### src/rtl/ps2_byte_rx.sv
// PS/2 device-to-host byte receiver: synchronizes the raw bus, frames 11-bit
// packets on ps2_clk falling edges and reports good bytes or rejected frames.
module ps2_byte_rx #(
    parameter int TIMEOUT_CYCLES = 2000
) (
    input  logic       clk,
    input  logic       reset,
    input  logic       ps2_clk,
    input  logic       ps2_data,
    output logic [7:0] byte_out,
    output logic       byte_valid,
    output logic       parity_err,
    output logic       frame_err,
    output logic       busy
);

    localparam int CNT_W = $clog2(TIMEOUT_CYCLES + 1);
    localparam logic [CNT_W-1:0] TIMEOUT_VAL = CNT_W'(TIMEOUT_CYCLES);

    typedef enum logic [1:0] {
        IDLE,
        DATA,
        PARITY,
        STOP
    } state_t;

    state_t           state;
    state_t           state_next;

    logic [1:0]       clk_sync;
    logic [1:0]       data_sync;
    logic             clk_prev;
    logic             fall_edge;
    logic             rx_bit;

    logic [2:0]       bit_cnt;
    logic [7:0]       shift_reg;
    logic             parity_bit;
    logic [CNT_W-1:0] idle_cnt;
    logic             timeout_hit;

    logic [7:0]       byte_next;
    logic             valid_next;
    logic             perr_next;
    logic             ferr_next;

    // Synchronizers reset to 1 so a released bus never looks like a falling edge.
    // NOTE: all clocked state uses non-blocking assignments so every flop
    // samples the pre-edge values of its neighbours.
    always_ff @(posedge clk or negedge reset) begin
        if (!reset) begin
            clk_sync  <= 2'b11;
            data_sync <= 2'b11;
            clk_prev  <= 1'b1;
        end else begin
            clk_sync  <= {clk_sync[0], ps2_clk};
            data_sync <= {data_sync[0], ps2_data};
            clk_prev  <= clk_sync[1];
        end
    end

    assign fall_edge   = clk_prev & ~clk_sync[1];
    assign rx_bit      = data_sync[1];
    // A real edge in the same cycle as the timeout keeps the frame alive.
    assign timeout_hit = (state != IDLE) && (idle_cnt == TIMEOUT_VAL) && !fall_edge;

    always_ff @(posedge clk or negedge reset) begin
        if (!reset) begin
            state <= IDLE;
        end else begin
            state <= state_next;
        end
    end

    always_comb begin
        state_next = state;
        case (state)
            IDLE: begin
                if (fall_edge && !rx_bit) begin
                    state_next = DATA;
                end
            end
            DATA: begin
                if (fall_edge && (bit_cnt == 3'd7)) begin
                    state_next = PARITY;
                end
            end
            PARITY: begin
                if (fall_edge) begin
                    state_next = STOP;
                end
            end
            STOP: begin
                if (fall_edge) begin
                    state_next = IDLE;
                end
            end
            default: state_next = IDLE;
        endcase
        if (timeout_hit) begin
            state_next = IDLE;
        end
    end

    always_comb begin
        byte_next  = byte_out;
        valid_next = 1'b0;
        perr_next  = 1'b0;
        ferr_next  = 1'b0;
        if (timeout_hit) begin
            ferr_next = 1'b1;
        end else if ((state == STOP) && fall_edge) begin
            // Stop-bit errors take precedence; odd parity means an odd total of ones.
            if (!rx_bit) begin
                ferr_next = 1'b1;
            end else if (!(^{shift_reg, parity_bit})) begin
                perr_next = 1'b1;
            end else begin
                byte_next  = shift_reg;
                valid_next = 1'b1;
            end
        end
    end

    assign busy = (state != IDLE);

    always_ff @(posedge clk or negedge reset) begin
        if (!reset) begin
            bit_cnt    <= 3'd0;
            shift_reg  <= 8'h00;
            parity_bit <= 1'b0;
        end else begin
            case (state)
                IDLE: begin
                    if (fall_edge && !rx_bit) begin
                        bit_cnt <= 3'd0;
                    end
                end
                DATA: begin
                    if (fall_edge) begin
                        shift_reg <= {rx_bit, shift_reg[7:1]};
                        bit_cnt   <= bit_cnt + 3'd1;
                    end
                end
                PARITY: begin
                    if (fall_edge) begin
                        parity_bit <= rx_bit;
                    end
                end
                default: ;
            endcase
        end
    end

    // Inactivity counter: restarts on every edge, saturates at the timeout value.
    always_ff @(posedge clk or negedge reset) begin
        if (!reset) begin
            idle_cnt <= '0;
        end else if ((state == IDLE) || fall_edge) begin
            idle_cnt <= '0;
        end else if (idle_cnt != TIMEOUT_VAL) begin
            idle_cnt <= idle_cnt + 1'b1;
        end
    end

    always_ff @(posedge clk or negedge reset) begin
        if (!reset) begin
            byte_out   <= 8'h00;
            byte_valid <= 1'b0;
            parity_err <= 1'b0;
            frame_err  <= 1'b0;
        end else begin
            byte_out   <= byte_next;
            byte_valid <= valid_next;
            parity_err <= perr_next;
            frame_err  <= ferr_next;
        end
    end

endmodule

### config.mk
export PLATFORM = sky130hd
export DESIGN_NAME = ps2_byte_rx
export DESIGN_NICKNAME = d
export VERILOG_FILES = /design/src/rtl/ps2_byte_rx.sv
export SDC_FILE = /design/constraint.sdc
export NUM_CORES = 1
export LEC_CHECK = 0
export CAP_MARGIN = 30
export CORE_ASPECT_RATIO = 0.5
export CORE_MARGIN = 8
export CORE_UTILIZATION = 51
export CTS_BUF_LIST = sky130_fd_sc_hd__clkbuf_16
export DETAILED_ROUTE_END_ITERATION = 10
export PLACE_DENSITY = 0.81
export SLEW_MARGIN = 5
export SYNTH_ARGS = -nofsm -noshare
export SYNTH_HDL_FRONTEND = slang
export SYNTH_SLANG_ARGS = --single-unit
### constraint.sdc
create_clock -name clk -period 1.89 [get_ports clk]
set_clock_uncertainty 0.15 [all_clocks]
set_input_delay 0.4725 -clock clk [delete_from_list [all_inputs] [get_ports clk]]
set_output_delay 0.4725 -clock clk [all_outputs]
set_load 0.05 [all_outputs]
==> reports/qor.txt <==
status = finished with violations
failing checks = setup timing
number of global-route vias before repair = 1250
Initial Util = 0.5366
Rows = 15
reg2reg end = byte_out[1]
fin area = 2460 um2
Slew Viols, Final = 0
Clock Sinks = 41
FFs w/ async S/R, synth = 1.000
Required @ worst endpoint = 1.91 ns
Top FF cell, synth = dfrtp_1
initial antenna violation count = 0
register area share after synthesis = 0.5541
Hold WS = 0.2046 ns
final hold vios = 0
register bit total from synthesis = 41
H-tree depth = 2
pwr/cell area = 1549 nW/um2
P&R area growth vs syn = 32.03%
input/output buffers = 15
Worst Reg2Reg Path Length in Cells = 6
Crit Path Class = reg2reg
core area = 3472 um2
Cells after Synth = 156
DRT antenna net count = 0
gr usage total = 0.1275
VDD IR max = 0.6061 mV
placer congestion estimate = 0.7290
WL/cell = 13.99 um
proportion of layout cells with a drive suffix above 1 = 0.3744
drt pass-1 iters = 4
Tcrit/Tclk final = 1.037
worst-margin pin slew = 0.4208 ns
FMAX = 510.4 MHz
Hold Crit Endpoint = clk_sync[1]
RSZ-0062 raised after global routing = yes
global-route wire length before repair = 5878 um
Post-DP HPWL = 2389 um
vias = 1237
DIE AREA = 5961 um2
DIE HEIGHT = 58.74 um
Mapped Nets = 169
hold depth = 0
Leak = 1.157 nW
HP Class = reg2reg
hold_sp = clk_sync[0]
Antenna diodes = 0
critical path fanouts, max = 8
# DRC = 0
crit path DAT = 1.97 ns
r2r setup slk = -0.07 ns
slack of the critical path = -0.06941 ns
clock slew at reported path FFs = 0.06 ns
Placed Area = 2195 um2
clock buffer count from CTS = 5
total grt overflow = 0
Post-Layout Cell Count = 246
DR vias/cell = 5.028
Synth Area per Inst = 11.94 um2
DRT Wirelength = 3442 um
Max Root-Sink Buffers = 2
largest net degree at the start of global routing = 17
Largest register FFs = 11
fin crit period = 1.959 ns
mapped cell area = 1863 um2
Yosys warning count = 0
TritonCTS clock tree = done
Post-layout nets = 207
Die Span X = 101.5 um
# Max-Cap Violations = 0
library cells used by synthesis = 30
final setup fails = 7
Critical Path Start Type = flip-flop
RR Startpoint = shift_reg[1]
clock latency on the worst-skew pair = 0.28 ns
placed cell count = 235
relative max-transition margin = 0.7188
Post-synth EDFFs = 0
Initial DRC Count = 52
IO Count = 16
Root Buffer = clkbuf_16
nature of the critical path endpoint = flip-flop
-- routing by layer --
layer	vias up	wire (um)	track usage
met5	-	0	0
met4	0	54	0.05870
met3	8	126	0.04113
met2	17	1756	0.2165
met1	603	1505	0.1444
li1	609	-	-
-- per-stage QoR --
stage | setup slack (ns) | power, mW | util | TNS, ns
CTS | -0.06868 | 3.755 | 0.6973 | -0.4195
finish | -0.06941 | 3.810 | 0.7085 | -0.4120
floorplan | -0.01801 | 2.078 | - | -0.1260
global route | -0.1369 | 4.017 | 0.7085 | -0.9005
global placement | -0.0003235 | 2.538 | 0.6321 | -0.0004695
detailed placement | -0.01366 | 2.595 | 0.6321 | -0.05207
-- synth_stat cells (2+ instances only) --
cell	n	area, um2
ha_1	9	112.6
and3_1	2	12.51
nand2b_1	2	12.51
nand2_1	6	22.52
o2bb2ai_1	2	17.52
xor2_1	4	35.03
inv_1	7	26.28
dfstp_2	5	131.4
xnor2_1	13	113.9
nor2_1	18	67.56
mux2_2	16	180.2
clkbuf_1	3	11.26
o21ai_0	6	30.03
nand3_1	6	30.03
dfrtp_1	36	900.9
nor2b_1	3	18.77
a22o_1	2	17.52
a21oi_1	4	20.02
-- critical path, cell delays in order, from the launching register on --
cell     delay [ns]
dfrtp_1        0.40
xnor2_2        0.21
xnor2_2        0.14
xnor2_1        0.13
buf_4          0.15
mux2_4         0.36
mux2_2         0.29
-- placed cells by master, fill, tap and decap left out, types with 2 or more instances in the layout --
master           synthesis  layout
nand2b_1                 2       2
dfstp_2                  5       5
xnor2_1                 13       7
nand2_1                  6       6
buf_12                   0       3
o2bb2ai_1                2       2
a21oi_1                  4       4
mux2_2                  16      16
nand3_1                  6       6
inv_2                    0       3
clkbuf_16                0       5
buf_4                    0      27
nor2b_1                  3       2
inv_1                    7       4
nor2_1                  18      18
a22o_1                   2       2
xor2_1                   4       4
ha_1                     9       8
dfrtp_1                 36      36
xnor2_2                  0       6
clkdlybuf4s50_1          0       2
and3_1                   2       2
o21ai_0                  6       6
-- report_power, final --
| part | total (mW) | switching, mW | internal [mW] | leakage, nW |
|---|---|---|---|---|
| Sequential | 1.21 | 0.159 | 1.05 | 0.535 |
| Combinational | 1.65 | 0.803 | 0.842 | 0.544 |
| Clock | 0.950 | 0.333 | 0.617 | 0.0775 |
-- how the worst max path moves through the flow --
stage | from | slack [ns] | endpoint
2_1_floorplan | shift_reg[5] | -0.02 | byte_out[0]
3_3_place_gp | shift_reg[2] | -0.0003 | byte_out[5]
4_1_cts | parity_bit | -0.07 | byte_out[0]
6_report | shift_reg[1] | -0.07 | byte_out[1]
5_1_grt | parity_bit | -0.14 | byte_out[1]
3_5_place_dp | shift_reg[0] | -0.01 | byte_out[1]
-- cell families after synthesis --
| group | share of synthesized area |
|---|---|
| XOR/XNOR | 0.07992 |
| multiplexers | 0.1101 |
| AND/OR/NAND/NOR | 0.1122 |
| adder cells (fa/ha/maj) | 0.06044 |
| AO/OA/AOI/OAI | 0.06314 |
| flip-flops | 0.5541 |
| buffers and inverters | 0.02015 |
-- timing repair --
action / CTS / global route
hold endpoints to repair: 9 / 0
gates resized for setup: 7 / 7
pin swaps: 4 / 1
hold buffers: 1 / 0
endpoints found under the setup margin: 8 / 10
buffers inserted: 2 / 0
-- final cells by class --
type,count,area (um2)
fillers,232,1012
flip-flops and latches,41,1032
multi-input cells,105,873.3
well taps,51,63.81
clock inverters,3,41.29
repair buffers,34,297.8
inverters,7,26.28
clock buffers,5,125.1
(Power assumes the default switching activity.)
